[src/rtl/mem_port_arbiter_if.sv]
// Bundle of the two CPU-side request ports and the shared data-memory port.
// The arbiter takes the master view; the cache front end and memory model take the slave view.
interface mem_port_arbiter_if #(
   parameter int ADDR_W = 32,
   parameter int DATA_W = 40
);
   logic              enable;
   logic              req0;
   logic              req1;
   logic              rw0;
   logic              rw1;
   logic [ADDR_W-1:0] addr0;
   logic [ADDR_W-1:0] addr1;
   logic [DATA_W-1:0] wdata0;
   logic [DATA_W-1:0] wdata1;
   logic              gnt0;
   logic              gnt1;
   logic              done0;
   logic              done1;
   logic              err;
   logic [DATA_W-1:0] rdata;
   logic              mem_req;
   logic              mem_rw;
   logic [ADDR_W-1:0] mem_addr;
   logic [DATA_W-1:0] mem_wdata;
   logic              mem_ready;
   logic [DATA_W-1:0] mem_rdata;

   modport master (
      input  enable, req0, req1, rw0, rw1, addr0, addr1, wdata0, wdata1,
      input  mem_ready, mem_rdata,
      output gnt0, gnt1, done0, done1, err, rdata,
      output mem_req, mem_rw, mem_addr, mem_wdata
   );

   modport slave (
      output enable, req0, req1, rw0, rw1, addr0, addr1, wdata0, wdata1,
      output mem_ready, mem_rdata,
      input  gnt0, gnt1, done0, done1, err, rdata,
      input  mem_req, mem_rw, mem_addr, mem_wdata
   );
endinterface

[src/rtl/mem_port_arbiter.sv]
// Round-robin arbiter sharing one data-memory port between two cache CPU-side ports,
// with a BUSY-cycle timeout that completes a hung access with an error flag.
module mem_port_arbiter #(
   parameter int ADDR_W  = 32,
   parameter int DATA_W  = 40,
   parameter int TIMEOUT = 255
) (
   input  logic                 clk,
   input  logic                 rst,
   mem_port_arbiter_if.master   bus
);

   localparam int CNT_W = (TIMEOUT > 0) ? $clog2(TIMEOUT + 1) : 1;
   localparam logic [CNT_W-1:0] CNT_LAST = CNT_W'((TIMEOUT > 0) ? TIMEOUT - 1 : 0);
   localparam logic [CNT_W-1:0] CNT_MAX  = '1;

   typedef enum logic [1:0] {
      IDLE = 2'd0,
      BUSY = 2'd1,
      DONE = 2'd2
   } stateType;

   stateType          stateReg,    stateNext;
   logic              prioReg,     prioNext;
   logic              ownerReg,    ownerNext;
   logic [CNT_W-1:0]  cntReg,      cntNext;
   logic [1:0]        gntReg,      gntNext;
   logic [1:0]        doneReg,     doneNext;
   logic              errReg,      errNext;
   logic [DATA_W-1:0] rdataReg,    rdataNext;
   logic              memReqReg,   memReqNext;
   logic              memRwReg,    memRwNext;
   logic [ADDR_W-1:0] memAddrReg,  memAddrNext;
   logic [DATA_W-1:0] memWdataReg, memWdataNext;

   logic [1:0]        reqVec;
   logic [1:0]        rwVec;
   logic [ADDR_W-1:0] addrVec  [2];
   logic [DATA_W-1:0] wdataVec [2];
   logic              pick;

   assign reqVec      = {bus.req1, bus.req0};
   assign rwVec       = {bus.rw1, bus.rw0};
   assign addrVec[0]  = bus.addr0;
   assign addrVec[1]  = bus.addr1;
   assign wdataVec[0] = bus.wdata0;
   assign wdataVec[1] = bus.wdata1;

   // prioReg names the port that wins a tie; a lone requester always wins.
   assign pick = (reqVec == 2'b11) ? prioReg : reqVec[1];

   always_comb begin
      stateNext    = stateReg;
      prioNext     = prioReg;
      ownerNext    = ownerReg;
      cntNext      = cntReg;
      gntNext      = gntReg;
      doneNext     = doneReg;
      errNext      = errReg;
      rdataNext    = rdataReg;
      memReqNext   = memReqReg;
      memRwNext    = memRwReg;
      memAddrNext  = memAddrReg;
      memWdataNext = memWdataReg;

      case (stateReg)
         IDLE: begin
            if (bus.enable && (|reqVec)) begin
               ownerNext     = pick;
               memRwNext     = rwVec[pick];
               memAddrNext   = addrVec[pick];
               memWdataNext  = wdataVec[pick];
               memReqNext    = 1'b1;
               gntNext       = 2'b00;
               gntNext[pick] = 1'b1;
               cntNext       = '0;
               stateNext     = BUSY;
            end
         end

         BUSY: begin
            if (cntReg != CNT_MAX) begin
               cntNext = cntReg + CNT_W'(1);
            end
            // A ready arriving on the final allowed cycle still counts as success.
            if (bus.mem_ready) begin
               if (memRwReg) begin
                  rdataNext = bus.mem_rdata;
               end
               memReqNext         = 1'b0;
               doneNext[ownerReg] = 1'b1;
               errNext            = 1'b0;
               stateNext          = DONE;
            end else if ((TIMEOUT != 0) && (cntReg == CNT_LAST)) begin
               rdataNext          = '0;
               memReqNext         = 1'b0;
               doneNext[ownerReg] = 1'b1;
               errNext            = 1'b1;
               stateNext          = DONE;
            end
         end

         DONE: begin
            doneNext  = 2'b00;
            errNext   = 1'b0;
            gntNext   = 2'b00;
            prioNext  = ~ownerReg;
            stateNext = IDLE;
         end

         default: begin
            stateNext  = IDLE;
            gntNext    = 2'b00;
            doneNext   = 2'b00;
            errNext    = 1'b0;
            memReqNext = 1'b0;
         end
      endcase
   end

   always_ff @(posedge clk or negedge rst) begin
      if (!rst) begin
         stateReg    <= IDLE;
         prioReg     <= 1'b0;
         ownerReg    <= 1'b0;
         cntReg      <= '0;
         gntReg      <= 2'b00;
         doneReg     <= 2'b00;
         errReg      <= 1'b0;
         rdataReg    <= '0;
         memReqReg   <= 1'b0;
         memRwReg    <= 1'b0;
         memAddrReg  <= '0;
         memWdataReg <= '0;
      end else begin
         stateReg    <= stateNext;
         prioReg     <= prioNext;
         ownerReg    <= ownerNext;
         cntReg      <= cntNext;
         gntReg      <= gntNext;
         doneReg     <= doneNext;
         errReg      <= errNext;
         rdataReg    <= rdataNext;
         memReqReg   <= memReqNext;
         memRwReg    <= memRwNext;
         memAddrReg  <= memAddrNext;
         memWdataReg <= memWdataNext;
      end
   end

   assign bus.gnt0      = gntReg[0];
   assign bus.gnt1      = gntReg[1];
   assign bus.done0     = doneReg[0];
   assign bus.done1     = doneReg[1];
   assign bus.err       = errReg;
   assign bus.rdata     = rdataReg;
   assign bus.mem_req   = memReqReg;
   assign bus.mem_rw    = memRwReg;
   assign bus.mem_addr  = memAddrReg;
   assign bus.mem_wdata = memWdataReg;

endmodule

[src/flat_wrapper.sv]
// flat-port wrapper written by rule: the top's interface ports become plain ports
module mem_port_arbiter_flat 
#(
   parameter int ADDR_W  = 32,
   parameter int DATA_W  = 40,
   parameter int TIMEOUT = 255
)
  (clk, rst, bus_enable, bus_req0, bus_req1, bus_rw0, bus_rw1, bus_addr0, bus_addr1, bus_wdata0, bus_wdata1, bus_mem_ready, bus_mem_rdata, bus_gnt0, bus_gnt1, bus_done0, bus_done1, bus_err, bus_rdata, bus_mem_req, bus_mem_rw, bus_mem_addr, bus_mem_wdata);
  mem_port_arbiter_if #(.ADDR_W(ADDR_W), .DATA_W(DATA_W)) bus_i ();
  input  logic clk;
  input  logic rst;
  input wire logic [$bits(bus_i.enable)-1:0] bus_enable;
  input wire logic [$bits(bus_i.req0)-1:0] bus_req0;
  input wire logic [$bits(bus_i.req1)-1:0] bus_req1;
  input wire logic [$bits(bus_i.rw0)-1:0] bus_rw0;
  input wire logic [$bits(bus_i.rw1)-1:0] bus_rw1;
  input wire logic [$bits(bus_i.addr0)-1:0] bus_addr0;
  input wire logic [$bits(bus_i.addr1)-1:0] bus_addr1;
  input wire logic [$bits(bus_i.wdata0)-1:0] bus_wdata0;
  input wire logic [$bits(bus_i.wdata1)-1:0] bus_wdata1;
  input wire logic [$bits(bus_i.mem_ready)-1:0] bus_mem_ready;
  input wire logic [$bits(bus_i.mem_rdata)-1:0] bus_mem_rdata;
  output wire logic [$bits(bus_i.gnt0)-1:0] bus_gnt0;
  output wire logic [$bits(bus_i.gnt1)-1:0] bus_gnt1;
  output wire logic [$bits(bus_i.done0)-1:0] bus_done0;
  output wire logic [$bits(bus_i.done1)-1:0] bus_done1;
  output wire logic [$bits(bus_i.err)-1:0] bus_err;
  output wire logic [$bits(bus_i.rdata)-1:0] bus_rdata;
  output wire logic [$bits(bus_i.mem_req)-1:0] bus_mem_req;
  output wire logic [$bits(bus_i.mem_rw)-1:0] bus_mem_rw;
  output wire logic [$bits(bus_i.mem_addr)-1:0] bus_mem_addr;
  output wire logic [$bits(bus_i.mem_wdata)-1:0] bus_mem_wdata;
  assign bus_i.enable = bus_enable;
  assign bus_i.req0 = bus_req0;
  assign bus_i.req1 = bus_req1;
  assign bus_i.rw0 = bus_rw0;
  assign bus_i.rw1 = bus_rw1;
  assign bus_i.addr0 = bus_addr0;
  assign bus_i.addr1 = bus_addr1;
  assign bus_i.wdata0 = bus_wdata0;
  assign bus_i.wdata1 = bus_wdata1;
  assign bus_i.mem_ready = bus_mem_ready;
  assign bus_i.mem_rdata = bus_mem_rdata;
  assign bus_gnt0 = bus_i.gnt0;
  assign bus_gnt1 = bus_i.gnt1;
  assign bus_done0 = bus_i.done0;
  assign bus_done1 = bus_i.done1;
  assign bus_err = bus_i.err;
  assign bus_rdata = bus_i.rdata;
  assign bus_mem_req = bus_i.mem_req;
  assign bus_mem_rw = bus_i.mem_rw;
  assign bus_mem_addr = bus_i.mem_addr;
  assign bus_mem_wdata = bus_i.mem_wdata;
  mem_port_arbiter #(.ADDR_W(ADDR_W), .DATA_W(DATA_W), .TIMEOUT(TIMEOUT)) u_core (.clk(clk), .rst(rst), .bus(bus_i));
endmodule
[config.mk]
export PLATFORM = sky130hd
export DESIGN_NAME = mem_port_arbiter_flat
export DESIGN_NICKNAME = d
export VERILOG_FILES = /design/src/rtl/mem_port_arbiter_if.sv /design/src/rtl/mem_port_arbiter.sv /design/src/flat_wrapper.sv
export SDC_FILE = /design/constraint.sdc
export NUM_CORES = 1
export LEC_CHECK = 0
export ABC_CLOCK_PERIOD_IN_PS = 2700
export BUFFER_PORTS_ARGS = -buffer_cell sky130_fd_sc_hd__buf_2
export CAP_MARGIN = 20
export CORE_AREA = 4 4 117 119
export CTS_CLUSTER_DIAMETER = 80
export DETAILED_ROUTE_END_ITERATION = 6
export DIE_AREA = 0 0 121 123
export PLACE_DENSITY = 0.8
export SYNTH_ARGS = -nofsm -noshare
export SYNTH_HDL_FRONTEND = slang
export SYNTH_SLANG_ARGS = --single-unit
[constraint.sdc]
create_clock -name clk -period 2.7 [get_ports clk]
set_input_delay 0.135 -clock clk [delete_from_list [all_inputs] [get_ports clk]]
set_output_delay 0.135 -clock clk [all_outputs]
set_load 0.02 [all_outputs]
==> results.json <==
{
  "synth_top_family_by_area": "compound AO/OA/AOI/OAI gates",
  "outcome": "completed",
  "netlist_area_sq_um": 5670,
  "synth_compound_area_share_pct": 16.4,
  "cts_buffers": 17,
  "die_w_um": 121,
  "firstDrtPassIters": 4,
  "yosysTopAreaCellShare_pct": 57.8,
  "synth-async-reset-ratio_pct": 100,
  "hpwl_mm": 11.7,
  "ys_ff_latch": 131,
  "report.final.slew_viol_count": 0,
  "num_rows": 41,
  "core-area_sq_um": 12600,
  "htree_levels": 4,
  "drtAntennaViolNets": 0,
  "cp.buffers_inverters": 2,
  "cpPeakStageDelay_ns": 0.59,
  "crit_path_end_kind": "register",
  "clock_path_buffers": 2,
  "ys_warn_count": 0,
  "p_leak_nw": 4.97,
  "grtUsageMet3_pct": 7.91,
  "hp-class": "in2reg",
  "clk_pin_slew_ns": 0.06,
  "diodes": 0,
  "min_period_ns": 2.18,
  "worstSetupPathType": "reg2reg",
  "synth_nets": 691,
  "setup_viol": 0,
  "synth_cell_types": 39,
  "multiInputGateArea_sq_um": 2160,
  "hold_viol_final": 0,
  "grt-ovfl-total": 0,
  "synth_seq_area_share_pct": 57.8,
  "synth_fa_ha_area_share_pct": 0.441,
  "finClkSkew_ns": 0.00740,
  "initial_core_util_pct": 45.1,
  "worstPathArrival_ns": 2.48,
  "cp_num_cells": 5,
  "cp-start-kind": "register",
  "tightest_slew_ns": 0.696,
  "cts_hold_buf": 125,
  "slew_headroom_pct": 53.6,
  "synthSimpleGateAreaFrac_pct": 8.17,
  "place_ws_ns": 0.732,
  "worstPathRequired_ns": 3.00,
  "io_buffers": 310,
  "reg2reg_slack_ns": 0.52,
  "via_per_inst": 5.03,
  "crit_fanout": 42,
  "antenna_found_initial": 0,
  "synth_edf_count": 0,
  "seq_area_sq_um": 3280,
  "grtUsageMet1_pct": 28.6,
  "nets": 1119,
  "die_area_sq_um": 14900,
  "muxShareOfSynthArea_pct": 12.9,
  "ir_drop_uv": 469,
  "syn_inst": 497,
  "crit_slowest_cell": "dlygate4sd3_1",
  "yosysTopAreaCell": "dfrtp_1",
  "cap_violations": 0,
  "wl_mm": 19.3,
  "grt_pass1_wl_mm": 29.8,
  "final_cell_count_no_fill": 1110,
  "vias": 5587,
  "fin_crit_sh_pct": 80.8,
  "top_usage_layer": "met2",
  "fillers": 830,
  "place_congestion": 0.826,
  "use_met2_pct": 45.7,
  "clock_sinks": 131,
  "placed_cells": 953,
  "synth.area.top_cells": "dfrtp_1, mux2i_1, a22o_1, o21ai_1, nand2_1",
  "post-cts-setup-buffer-count": 0,
  "crit_path_cell_trace": "o21ai_4 > buf_4 > mux2i_1 > dlygate4sd3_1 > o21ai_1",
  "track_usage_pct": 25.9,
  "die_y_um": 123,
  "final_layout_size_suffix_gt1_share_pct": 38.6,
  "grt_max_degree": 67,
  "powerDensity_nw_per_um2": 987,
  "ioPinCount": 311,
  "fin_setup_tns_ns": 0,
  "drt_iter0_markers": 399,
  "area_growth_pct": 61.9,
  "fin_area_sq_um": 9180,
  "wire_per_inst_um": 17.4,
  "r2r_cells": 5,
  "fmax_mhz": 458,
  "hold_depth": 3,
  "cts_root_buf": "clkbuf_16",
  "cts_tree": "built",
  "synth_xor_area_share_pct": 0,
  "crit_family": "buffers and inverters",
  "place_area_sq_um": 7330,
  "syn_area_per_cell_sq_um": 11.4,
  "grt_pass1_vias": 5899,
  "hold_ws_ns": 0.00686,
  "drc": 0,
  "cts_resized": 0,
  "ys_dominant_reg_cell": "dfrtp_1",
  "rsz0062_at_grt": "false",
  "setup_slack_ns": 0.517,
  "clk_latency_ns": 0.41
}
## worst min-delay path: cells and delay by family
kind	cells	cell delay [ns]
AO/OA/AOI/OAI	1	0.11
multiplexers	1	0.06
buffers and inverters	1	0.08
## Yosys cell counts, types with 3 or more instances
library cell / instances
buf_1: 5
nor2_1: 8
nand3_1: 6
buf_2: 7
dfrtp_1: 131
inv_1: 5
o21ai_2: 5
a22o_1: 42
mux2i_1: 73
nand2_1: 81
buf_6: 11
clkbuf_1: 13
o21ai_1: 71
a21oi_1: 3
o21ai_0: 4
## where the power goes
part	internal [W]	switching (W)
Sequential	0.00275	0.000480
Clock	0.00147	0.000858
Combinational	0.00139	0.00211
## cells in the final DEF, fill, tap and decap left out, types with 3 or more instances in the layout
cell type and count:
nand2_1 81, nor2_1 7, dfrtp_1 131, clkbuf_16 17, bufinv_16 3, nand3_1 6, o21ai_1 70, buf_2 309
o21ai_0 4, dlygate4sd3_1 125, buf_4 9, o21ai_2 5, a22o_1 42, mux2i_1 73, clkinv_2 6, inv_1 5
a21oi_1 3
## metal layers
| layer | vias to the layer above | share of wire (%) |
|---|---|---|
| met5 | - | 0 |
| met3 | 54 | 8.7 |
| met4 | 0 | 3.5 |
| li1 | 2632 | - |
| met2 | 293 | 52 |
| met1 | 2608 | 36 |
## stage by stage
step                total power [W]  utilization, %
finish                      0.00906            73.0
global route                0.00954            73.0
CTS                         0.00903            73.0
detailed placement          0.00647            58.3
global placement            0.00640            58.3
floorplan                   0.00521               -
## registers in the layout, indices dropped and copies added (netlist names), 2 cells and up
| register | cells |
|---|---|
| u_core.bus.mem_wdata | 40 |
| u_core.bus.rdata | 40 |
| u_core.bus.mem_addr | 32 |
| u_core.cntReg | 8 |
| u_core.doneReg | 2 |
| u_core.gntReg | 2 |
| u_core.stateReg | 2 |
## path summary, 6_finish.rpt
path,endpoint,start
max in group asynchronous,u_core.bus.rdata[25]$_DFFE_PN0P_,rst
min in group asynchronous,u_core.bus.mem_addr[28]$_DFFE_PN0P_,rst
max,u_core.bus.mem_wdata[10]$_DFFE_PN0P_,u_core.prioReg$_DFFE_PN0P_
max reg2reg,u_core.bus.mem_wdata[10]$_DFFE_PN0P_,u_core.prioReg$_DFFE_PN0P_
min,u_core.bus.mem_wdata[23]$_DFFE_PN0P_,bus_wdata1[23]
min reg2reg,u_core.bus.mem_wdata[9]$_DFFE_PN0P_,u_core.bus.mem_wdata[9]$_DFFE_PN0P_
## cell families (layout without fill, tap and decap cells)
| family | after synthesis | in the layout |
|---|---|---|
| AO/OA/AOI/OAI | 141 | 141 |
| flip-flops | 131 | 131 |
| AND/OR/NAND/NOR | 109 | 109 |
| multiplexers | 73 | 73 |
| buffers and inverters | 41 | 482 |
| adder cells (fa/ha/maj) | 2 | 2 |
## layout make-up
| class | instances | area share [%] |
|---|---|---|
| Sequential cell | 131 | 35.7 |
| Timing Repair Buffer | 445 | 31.7 |
| Multi-Input combinational cell | 325 | 23.5 |
| Clock buffer | 18 | 4.79 |
| Tap cell | 172 | 2.34 |
| Clock inverter | 14 | 1.76 |
| Inverter | 5 | 0.204 |
(Power assumes the default switching activity.)
